===== src/rtl/fpu_pkg.sv =====
// Shared FPU definitions: exponent-unit mode codes, FSM states and bias helper.
package fpu_pkg;

  typedef enum logic [1:0] {
    EXP_DIFF = 2'b00,
    EXP_MUL  = 2'b01,
    EXP_DIV  = 2'b10,
    EXP_NORM = 2'b11
  } exp_mode_e;

  typedef enum logic [1:0] {
    ST_IDLE = 2'b00,
    ST_S1   = 2'b01,
    ST_S2   = 2'b10
  } exp_state_e;

  // IEEE-style exponent bias for an ew-bit exponent field.
  function automatic int bias_of(input int ew);
    return (1 << (ew - 1)) - 1;
  endfunction

endpackage


===== src/rtl/exp_range_check.sv =====
// Classifies a step-2 exponent value against the representable range and
// optionally saturates it to the EW-bit field.
module exp_range_check
  import fpu_pkg::*;
#(
  parameter int EW  = 8,
  parameter bit SAT = 1'b1
) (
  input  logic signed [EW+1:0] r,
  input  exp_mode_e            mode,
  output logic        [EW-1:0] result,
  output logic                 overflow,
  output logic                 underflow
);

  // Largest finite biased exponent; all-ones is reserved for Inf/NaN.
  localparam logic signed [EW+1:0] MAX_FIN = (EW+2)'((2 ** EW) - 2);

  // Flag and clamp the candidate result according to the operation mode.
  always_comb begin
    // NOTE: every output gets a default first so no path can infer a latch.
    overflow  = 1'b0;
    underflow = 1'b0;
    result    = r[EW-1:0];
    if (mode == EXP_MUL || mode == EXP_DIV) begin
      overflow = (r > MAX_FIN);
    end
    if (mode != EXP_DIFF) begin
      underflow = (r <= 0);
    end
    if (SAT) begin
      if (overflow) begin
        result = '1;
      end else if (underflow) begin
        result = '0;
      end
    end
  end

endmodule


===== src/rtl/exp_operation_unit.sv =====
// Two-step exponent arithmetic engine (DIFF/MUL/DIV/NORM) built around one
// shared signed adder, with range classification and registered flags.
module exp_operation_unit
  import fpu_pkg::*;
#(
  parameter int EW   = 8,
  parameter int BIAS = bias_of(EW),
  parameter bit SAT  = 1'b1
) (
  input  logic          clk,
  input  logic          rst,
  input  logic          start_i,
  input  logic          clr_i,
  input  logic [1:0]    mode_i,
  input  logic [EW-1:0] oper_a_i,
  input  logic [EW-1:0] oper_b_i,
  output logic          busy_o,
  output logic          done_o,
  output logic [EW-1:0] data_result_o,
  output logic          overflow_flag_o,
  output logic          underflow_flag_o,
  output logic          swap_flag_o
);

  // Two guard bits hold -(2^EW-1) .. 2*(2^EW-1) without wrapping.
  localparam int AW = EW + 2;
  localparam logic signed [AW-1:0] BIAS_V = AW'(BIAS);

  exp_state_e            state, state_nxt;
  exp_mode_e             mode_q;
  logic [EW-1:0]         a_q, b_q;
  logic signed [AW-1:0]  acc_q;
  logic signed [AW-1:0]  add_x, add_y, sum;
  logic                  add_neg;
  logic [EW-1:0]         rc_result;
  logic                  rc_ovf, rc_unf;
  logic                  accept;

  assign accept = (state == ST_IDLE) && start_i && !clr_i;
  assign busy_o = (state != ST_IDLE);

  // State register.
  always_ff @(posedge clk or negedge rst) begin
    if (!rst) begin
      state <= ST_IDLE;
    end else begin
      // NOTE: sequential state uses non-blocking assignments so every flop
      // samples the pre-edge value of every other flop.
      state <= state_nxt;
    end
  end

  // Next-state logic; clr_i overrides start_i and aborts any step.
  always_comb begin
    state_nxt = state;
    unique case (state)
      ST_IDLE: if (accept) state_nxt = ST_S1;
      ST_S1:   state_nxt = clr_i ? ST_IDLE : ST_S2;
      ST_S2:   state_nxt = ST_IDLE;
      default: state_nxt = ST_IDLE;
    endcase
  end

  // Operand/negation mux feeding the single shared adder for both steps.
  always_comb begin
    add_x   = '0;
    add_y   = '0;
    add_neg = 1'b0;
    if (state == ST_S1) begin
      add_x   = $signed({2'b00, a_q});
      add_y   = $signed({2'b00, b_q});
      add_neg = (mode_q != EXP_MUL);
    end else if (state == ST_S2) begin
      unique case (mode_q)
        EXP_DIFF: begin
          // |acc| computed as 0 - acc when the difference went negative.
          if (acc_q[AW-1]) begin
            add_y   = acc_q;
            add_neg = 1'b1;
          end else begin
            add_x = acc_q;
          end
        end
        EXP_MUL: begin
          add_x   = acc_q;
          add_y   = BIAS_V;
          add_neg = 1'b1;
        end
        EXP_DIV: begin
          add_x = acc_q;
          add_y = BIAS_V;
        end
        default: add_x = acc_q;
      endcase
    end
  end

  assign sum = add_x + (add_neg ? -add_y : add_y);

  exp_range_check #(
    .EW  (EW),
    .SAT (SAT)
  ) u_range_check (
    .r         (sum),
    .mode      (mode_q),
    .result    (rc_result),
    .overflow  (rc_ovf),
    .underflow (rc_unf)
  );

  // Datapath: capture operands, accumulate step 1, register step-2 result.
  always_ff @(posedge clk or negedge rst) begin
    if (!rst) begin
      // NOTE: these are plain flops, not memory, so all of them reset.
      mode_q           <= EXP_DIFF;
      a_q              <= '0;
      b_q              <= '0;
      acc_q            <= '0;
      done_o           <= 1'b0;
      data_result_o    <= '0;
      overflow_flag_o  <= 1'b0;
      underflow_flag_o <= 1'b0;
      swap_flag_o      <= 1'b0;
    end else begin
      done_o <= 1'b0;
      if (accept) begin
        mode_q <= exp_mode_e'(mode_i);
        a_q    <= oper_a_i;
        b_q    <= oper_b_i;
      end
      if (state == ST_S1 && !clr_i) begin
        acc_q <= sum;
      end
      if (state == ST_S2 && !clr_i) begin
        data_result_o    <= rc_result;
        overflow_flag_o  <= rc_ovf;
        underflow_flag_o <= rc_unf;
        swap_flag_o      <= (mode_q == EXP_DIFF) && acc_q[AW-1];
        done_o           <= 1'b1;
      end
    end
  end

endmodule


===== config.mk =====
export PLATFORM = sky130hd
export DESIGN_NAME = exp_operation_unit
export DESIGN_NICKNAME = d
export VERILOG_FILES = /design/src/rtl/fpu_pkg.sv /design/src/rtl/exp_range_check.sv /design/src/rtl/exp_operation_unit.sv
export SDC_FILE = /design/constraint.sdc
export NUM_CORES = 1
export LEC_CHECK = 0
export CORE_ASPECT_RATIO = 1.5
export CORE_UTILIZATION = 31
export DETAILED_ROUTE_END_ITERATION = 16
export GPL_ROUTABILITY_DRIVEN = 0
export MAX_ROUTING_LAYER = met4
export PLACE_DENSITY = 0.49
export RECOVER_POWER = 25
export REMOVE_ABC_BUFFERS = 1
export SLEW_MARGIN = 20
export SYNTH_ARGS = -nofsm -noshare
export SYNTH_HDL_FRONTEND = slang
export SYNTH_SLANG_ARGS = --single-unit

===== constraint.sdc =====
create_clock -name clk -period 7.1 [get_ports clk]
set_input_delay 1.775 -clock clk [delete_from_list [all_inputs] [get_ports clk]]
set_output_delay 1.775 -clock clk [all_outputs]
set_load 0.01 [all_outputs]

==> metrics.md, run 1 <==
| Metric | Value |
|---|---|
| Outcome | `finished with violations` |
| Failing checks | `capacitance limit, slew limit` |
| Synth top area share | `0.414` |
| Crit path capture type | `flip-flop` |
| Hold path startpoint | `overflow_flag_o$_DFFE_PN0P_` |
| Drt total wl | `5860 um` |
| Layout cells sized above 1 | `0.161` |
| F_max | `between 200 and 250 MHz` |
| FP Rows | `40` |
| Post-synth EDFFs | `0` |
| Hold Path Class | `flip-flop to flip-flop` |
| Cell taking the most area after synthesis | `dfrtp_1` |
| Mapped cell area | `~0.0025 sq mm` |
| Worst EP arrival | `roughly 4.4 ns` |
| CP startpoint | `mode_q[0]$_DFFE_PN0P_` |
| Vias per cell | `~5.0` |
| PortBufs | `34` |
| Final Skew | `0.00533 ns` |
| Ys flop type | `dfrtp_1` |
| First-pass GRT wire length | `approximately 10000 um` |
| Gr ovfl total | `0` |
| Async SR Flop Fraction | `1.00` |
| Area growth syn-to-layout | `24.2%` |
| CTS max path bufs | `2` |
| Crit Path Category | `flip-flop to flip-flop` |
| Final setup viols | `0` |
| Fin nets | `between 300 and 400` |
| Rel. slew slack | `-0.463` |
| CTS Buf Count | `5` |
| Ranking of synthesized cells by area | `dfrtp_1 41%, mux2_2 7.5%, ha_1 6.9%` |
| Htree depth | `2` |
| Detailed Route Iter0 Violations | `79` |
| CTS clock-pin slew for the worst setup and hold paths | `approximately 0.060 ns` |
| Crit Reg-Reg Startpoint | `mode_q[0]$_DFFE_PN0P_` |
| Min Clock Period, post-route | `between 4 and 5 ns` |
| Io pins | `35` |
| TritonCTS clock tree | `yes` |
| Yosys cell types | `55` |
| DRC errors left | `0` |
| Die Ht | `~110 um` |
| Peak supply drop | `about 100 uV` |
| Avg WL per Cell | `between 15 and 20 um` |
| Die ar. | `around 0.0086 sq mm` |
| Drt first pass iters | `4` |
| Fin. max-slew vios | `43` |
| Post-Syn Area per Cell | `roughly 10 sq um` |
| Crit share post-route | `0.596` |
| CP required | `between 7 and 8 ns` |
| CP startpoint kind | `flip-flop` |
| Vias | `between 1500 and 2000` |
| # resized after CTS | `0` |
| Detail Route Antenna Nets | `0` |
| Post-CTS Hold Buffers | `0` |
| CTS Sinks | `42` |
| Clk_lat worst skew | `~0.29 ns` |
| Power per Cell Area | `264 mW/mm^2` |
| Final Total Pwr | `0.831 mW` |
| Slew @ Worst Pin | `~2.2 ns` |
| Unrepaired setup endpoints after global routing | `no` |
| Initial core utilization | `0.319` |
| CP max FO | `9` |
| Filler Cells Inserted | `797` |
| Leak Pwr | `roughly 1.4 nW` |
| Root Buffer | `clkbuf_16` |
| DP HPWL | `between 4000 and 5000 um` |
| Die width | `75.9 um` |
| Syn Inst Count | `approximately 250` |
| Final Hold Viols | `0` |
| N_diodes | `0` |
| Setup Fix Bufs, Post-CTS | `0` |
| Number of max-cap violations | `1` |
| Synth Warn # | `0` |
| Initial antenna violation count | `0` |
| GRT Overall Usage | `0.160` |
| Yosys reg bits | `42` |
| Setup TNS | `0 ns` |
| Vias in the first global route | `just over 2000` |
| Pin count of the biggest net entering global routing | `43` |
| Core area | `just under 0.008 sq mm` |
| Post-synthesis sequential area ratio | `0.414` |
-- synth_stat cells, drive strengths merged (2+ instances only) --
master	n
and3	3
nand2	32
buf	4
clkbuf	6
a31oi	5
o22ai	2
ha	14
nand2b	4
or2	5
or3	2
and2	3
o22a	2
nor2	9
a21o	4
nor3b	2
xor2	6
dfrtp	42
inv	8
o21ai	15
a22oi	4
a22o	7
a221oi	6
mux2	17
o311ai	7
nand4	2
nand3b	3
xnor2	10
a21oi	6
-- final timing paths --
| check | to | cells after the start | slack (ns) |
|---|---|---|---|
| worst max register to register | data_result_o[6]$_DFFE_PN0P_ | 17 | 2.87 |
| worst min register to register | overflow_flag_o$_DFFE_PN0P_ | 2 | 0.48 |
| worst min-delay path | overflow_flag_o$_DFFE_PN0P_ | 2 | 0.48 |
| worst max-delay path | data_result_o[6]$_DFFE_PN0P_ | 17 | 2.87 |
| max in group asynchronous | acc_q[4]$_DFFE_PN0P_ | 1 | 3.72 |
| min in group asynchronous | done_o$_DFF_PN0_ | 1 | 2.13 |
-- area by class of cell --
| type | instances | area [sq um] | area share |
|---|---|---|---|
| Clock buffer | 5 | 125 | 0.0397 |
| Tap cell | 105 | 131 | 0.0417 |
| Sequential cell | 42 | 1050 | 0.334 |
| Clock inverter | 3 | 45.0 | 0.0143 |
| Inverter | 8 | 30.0 | 0.00953 |
| Multi-Input combinational cell | 186 | 1420 | 0.450 |
| Timing Repair Buffer | 36 | 349 | 0.111 |
-- worst max-delay path: stages, from the launching register on --
cell and delay (ns):
dfrtp_1 0.40, inv_1 0.09, ha_1 0.29, and2_1 0.31
a21o_1 0.15, a22oi_1 0.07, ha_1 0.30, nand2_1 0.04
o21ai_0 0.18, inv_1 0.11, fa_1 0.47, nand3b_1 0.22
nand2_1 0.10, xnor2_1 0.13, or4_1 0.56, nor4_1 0.36
o21ai_2 0.21, o311ai_1 0.13
-- kinds of logic after synthesis --
family | synth area share
AO/OA/AOI/OAI | 0.193
XOR/XNOR | 0.0582
adder cells (fa/ha/maj) | 0.0769
buffers and inverters | 0.0286
flip-flops | 0.414
multiplexers | 0.0754
AND/OR/NAND/NOR | 0.153
-- layout by cell type (no fill, tap or decap), types with 5 or more instances in the layout --
| cell type | instances |
|---|---|
| nor2_1 | 8 |
| ha_1 | 14 |
| o311ai_1 | 6 |
| a22o_1 | 7 |
| nand2_1 | 32 |
| clkbuf_16 | 5 |
| o21ai_0 | 14 |
| xor2_1 | 6 |
| xnor2_1 | 9 |
| dfrtp_1 | 42 |
| inv_1 | 6 |
| a21oi_1 | 6 |
| mux2_2 | 17 |
| clkdlybuf4s50_1 | 33 |
-- registers in the layout, indices dropped and copies added (netlist names) --
name / count
state: 2
swap_flag_o: 1
mode_q: 2
acc_q: 10
a_q: 8
underflow_flag_o: 1
overflow_flag_o: 1
data_result_o: 8
done_o: 1
b_q: 8
-- through the flow --
| step | setup slack (ns) | hold slack, ns | area, sq um | cells | util |
|---|---|---|---|---|---|
| 2_1_floorplan | 3.07 | 0.462 | 2490 | 236 | - |
| 3_3_place_gp | 2.74 | 0.470 | 2980 | 377 | 0.375 |
| 3_5_place_dp | 2.76 | 0.471 | 2980 | 377 | 0.375 |
| 4_1_cts | 2.84 | 0.487 | 3150 | 385 | 0.396 |
| 5_1_grt | 2.41 | 0.505 | 3150 | 385 | 0.396 |
| 6_report | 2.87 | 0.477 | 3150 | 385 | 0.396 |
-- report_power, final --
part	switching (mW)	total [mW]	internal, mW
Combinational	0.111	0.233	0.122
Sequential	0.0413	0.334	0.293
Clock	0.0979	0.264	0.166
Total	0.250	0.831	0.581
-- per-layer routing --
layer / part of all wire / vias to the layer above / track usage
met5: 0 / - / -
met4: 0.020 / 0 / 0.0580
met3: 0.030 / 10 / 0.0240
met2: 0.53 / 40 / 0.269
met1: 0.43 / 925 / 0.187
li1: - / 960 / -
(Power assumes the default switching activity.)
==> run 2, diff against run 1 <==
==> constraint.sdc (replaced) <==
create_clock -name clk -period 4.1 [get_ports clk]
set_input_delay 1.025 -clock clk [delete_from_list [all_inputs] [get_ports clk]]
set_output_delay 1.025 -clock clk [all_outputs]
set_load 0.01 [all_outputs]
==> metrics.md, run 2 (synthesis gave the netlist of run 1 again) <==
| Metric | Value |
|---|---|
| Detail Route Antenna Nets | `0` |
| Final worst slack | `roughly 0.2 ns` |
| Die width | `about 76 um` |
| Pre-CTS setup slack | `0.0554 ns` |
| Gr ovfl total | `0` |
| Most frequent cells in the layout | `42 x dfrtp_1, 33 x clkdlybuf4s50_1, 32 x nand2_1` |
| Max incr delay on CP | `~0.40 ns` |
| Core area | `roughly 0.008 sq mm` |
| FP Rows | `40` |
| CTS Sinks | `42` |
| Final setup viols | `0` |
| Leading cell type in the layout, fill and taps excluded | `dfrtp_1` |
| DP HPWL | `around 4900 um` |
| Crit path capture type | `flip-flop` |
| GRT Overall Usage | `0.165` |
| Worst EP arrival | `4.05 ns` |
| Fin util | `0.424` |
| Io pins | `35` |
| Final Hold Viols | `0` |
| CTS max path bufs | `2` |
| First-pass GRT wire length | `around 10000 um` |
| Vias in the first global route | `roughly 2100` |
| Hold Path Class | `flip-flop to flip-flop` |
| Die Ht | `113 um` |
| Htree depth | `2` |
| CP max FO | `7` |
| Rel. slew slack | `-0.523` |
| Filler Cells Inserted | `781` |
| DRC errors left | `0` |
| Final Total Pwr | `~1.4 mW` |
| CTS clock-pin slew for the worst setup and hold paths | `about 0.06 ns` |
| N_diodes | `0` |
| TritonCTS clock tree | `yes` |
| Power per Cell Area | `between 400 and 500 mW/mm^2` |
| Detailed Route Iter0 Violations | `67` |
| Outcome | `finished with violations` |
| Layout cells sized above 1 | `0.243` |
| Initial antenna violation count | `0` |
| Biggest register | `acc_q` |
| Slew @ Worst Pin | `2.28 ns` |
| Root Buffer | `clkbuf_16` |
| Drt total wl | `between 6000 and 7000 um` |
| Final Skew | `around 0.0075 ns` |
| Fin nets | `around 340` |
| Failing checks | `capacitance limit, slew limit` |
| Area growth syn-to-layout | `33.0%` |
| Avg WL per Cell | `about 16 um` |
| Crit Path Category | `flip-flop to flip-flop` |
| Critical Path, Cell by Cell | `inv_1 -> ha_4 -> and4bb_4 -> a221o_2 -> inv_2 -> ha_1 -> nand2_1 -> nor2_2 -> buf_4 -> a31oi_1 -> xnor2_1 -> ha_1 -> or2_2 -> o22ai_2 -> a21oi_2 -> a21o_1 -> a21oi_4 -> xnor2_4 -> buf_4 -> o21ai_4 -> o311ai_1` |
| Number of max-cap violations | `1` |
| Clk_lat worst skew | `0.28 ns` |
| F_max | `about 260 MHz` |
| Initial core utilization | `0.319` |
| Peak supply drop | `around 170 uV` |
| CP required | `between 4 and 5 ns` |
| Pin count of the biggest net entering global routing | `43` |
| Min Clock Period, post-route | `about 3.9 ns` |
| Leak Pwr | `between 1 and 1.5 nW` |
| Die ar. | `0.00856 sq mm` |
| Fin. max-slew vios | `43` |
| Largest register FFs | `10` |
| Drt first pass iters | `4` |
| CP startpoint kind | `flip-flop` |
| Vias | `2090` |
| Post-CTS Hold Buffers | `0` |
| Vias per cell | `between 5 and 6` |
| CTS Buf Count | `5` |
| PortBufs | `34` |
| Slowest CP cell | `dfrtp_1` |
| Crit share post-route | `0.951` |
## run 2: cell types whose count changed in the layout (fill, tap and decap cells not counted), moves of 2 or more
cell	change
clkinvlp_4	-2
clkbuf_1	+2
a21oi_1	-2
o311ai_2	+2
buf_4	+20
o311ai_1	-2
## run 2: what timing repair did
item | 4_1_cts | 5_1_grt
buffers inserted | 0 | 2
endpoints found under the setup margin | 0 | 11
gates resized for setup | 0 | 15
## run 2: per-stage QoR
stage	instances	hold slack (ns)	setup TNS [ns]	area, sq um
5_1_grt	405	0.515	-0.208	3370
2_1_floorplan	236	0.462	0	2490
4_1_cts	402	0.491	0	3250
3_5_place_dp	395	0.478	0	3120
3_3_place_gp	395	0.471	0	3120
6_report	405	0.486	0	3370
## run 2: critical path, delay by kind of cell, from the launching register on
kind | cells | cell delay (ns)
adder cells (fa/ha/maj) | 3 | 0.63
AO/OA/AOI/OAI | 8 | 1.25
AND/OR/NAND/NOR | 4 | 0.76
XOR/XNOR | 2 | 0.24
buffers and inverters | 4 | 0.50
flip-flops | 1 | 0.40
## run 2: path summary, 6_finish.rpt
path / start / to / slack, ns / cells past startpoint
min reg2reg: data_result_o[4]$_DFFE_PN0P_ / data_result_o[4]$_DFFE_PN0P_ / 0.49 / 2
min in group asynchronous: rst / done_o$_DFF_PN0_ / 1.43 / 1
max in group asynchronous: rst / acc_q[8]$_DFFE_PN0P_ / 1.38 / 1
max: mode_q[0]$_DFFE_PN0P_ / data_result_o[1]$_DFFE_PN0P_ / 0.20 / 21
max reg2reg: mode_q[0]$_DFFE_PN0P_ / data_result_o[1]$_DFFE_PN0P_ / 0.20 / 21
min: data_result_o[4]$_DFFE_PN0P_ / data_result_o[4]$_DFFE_PN0P_ / 0.49 / 2
## run 2: power breakdown
part,internal (mW),leakage (nW),switching [mW]
logic,0.258,0.873,0.221
clock network,0.223,0.0640,0.156
registers,0.507,0.530,0.0743
## run 2: area by class of cell
class / instances / area [sq um] / share of cell area
Clock buffer: 7 / 133 / 0.0393
Inverter: 8 / 30.0 / 0.00890
Multi-Input combinational cell: 187 / 1530 / 0.453
Sequential cell: 42 / 1050 / 0.311
Tap cell: 105 / 131 / 0.0389
Timing Repair Buffer: 56 / 499 / 0.148
## run 2: layer usage
metal,global-route usage,part of all wire,vias to the layer above
met5,-,0,-
met4,0.0654,0.023,0
met3,0.0187,0.023,12
met2,0.284,0.55,46
met1,0.189,0.41,1020
li1,-,-,1012
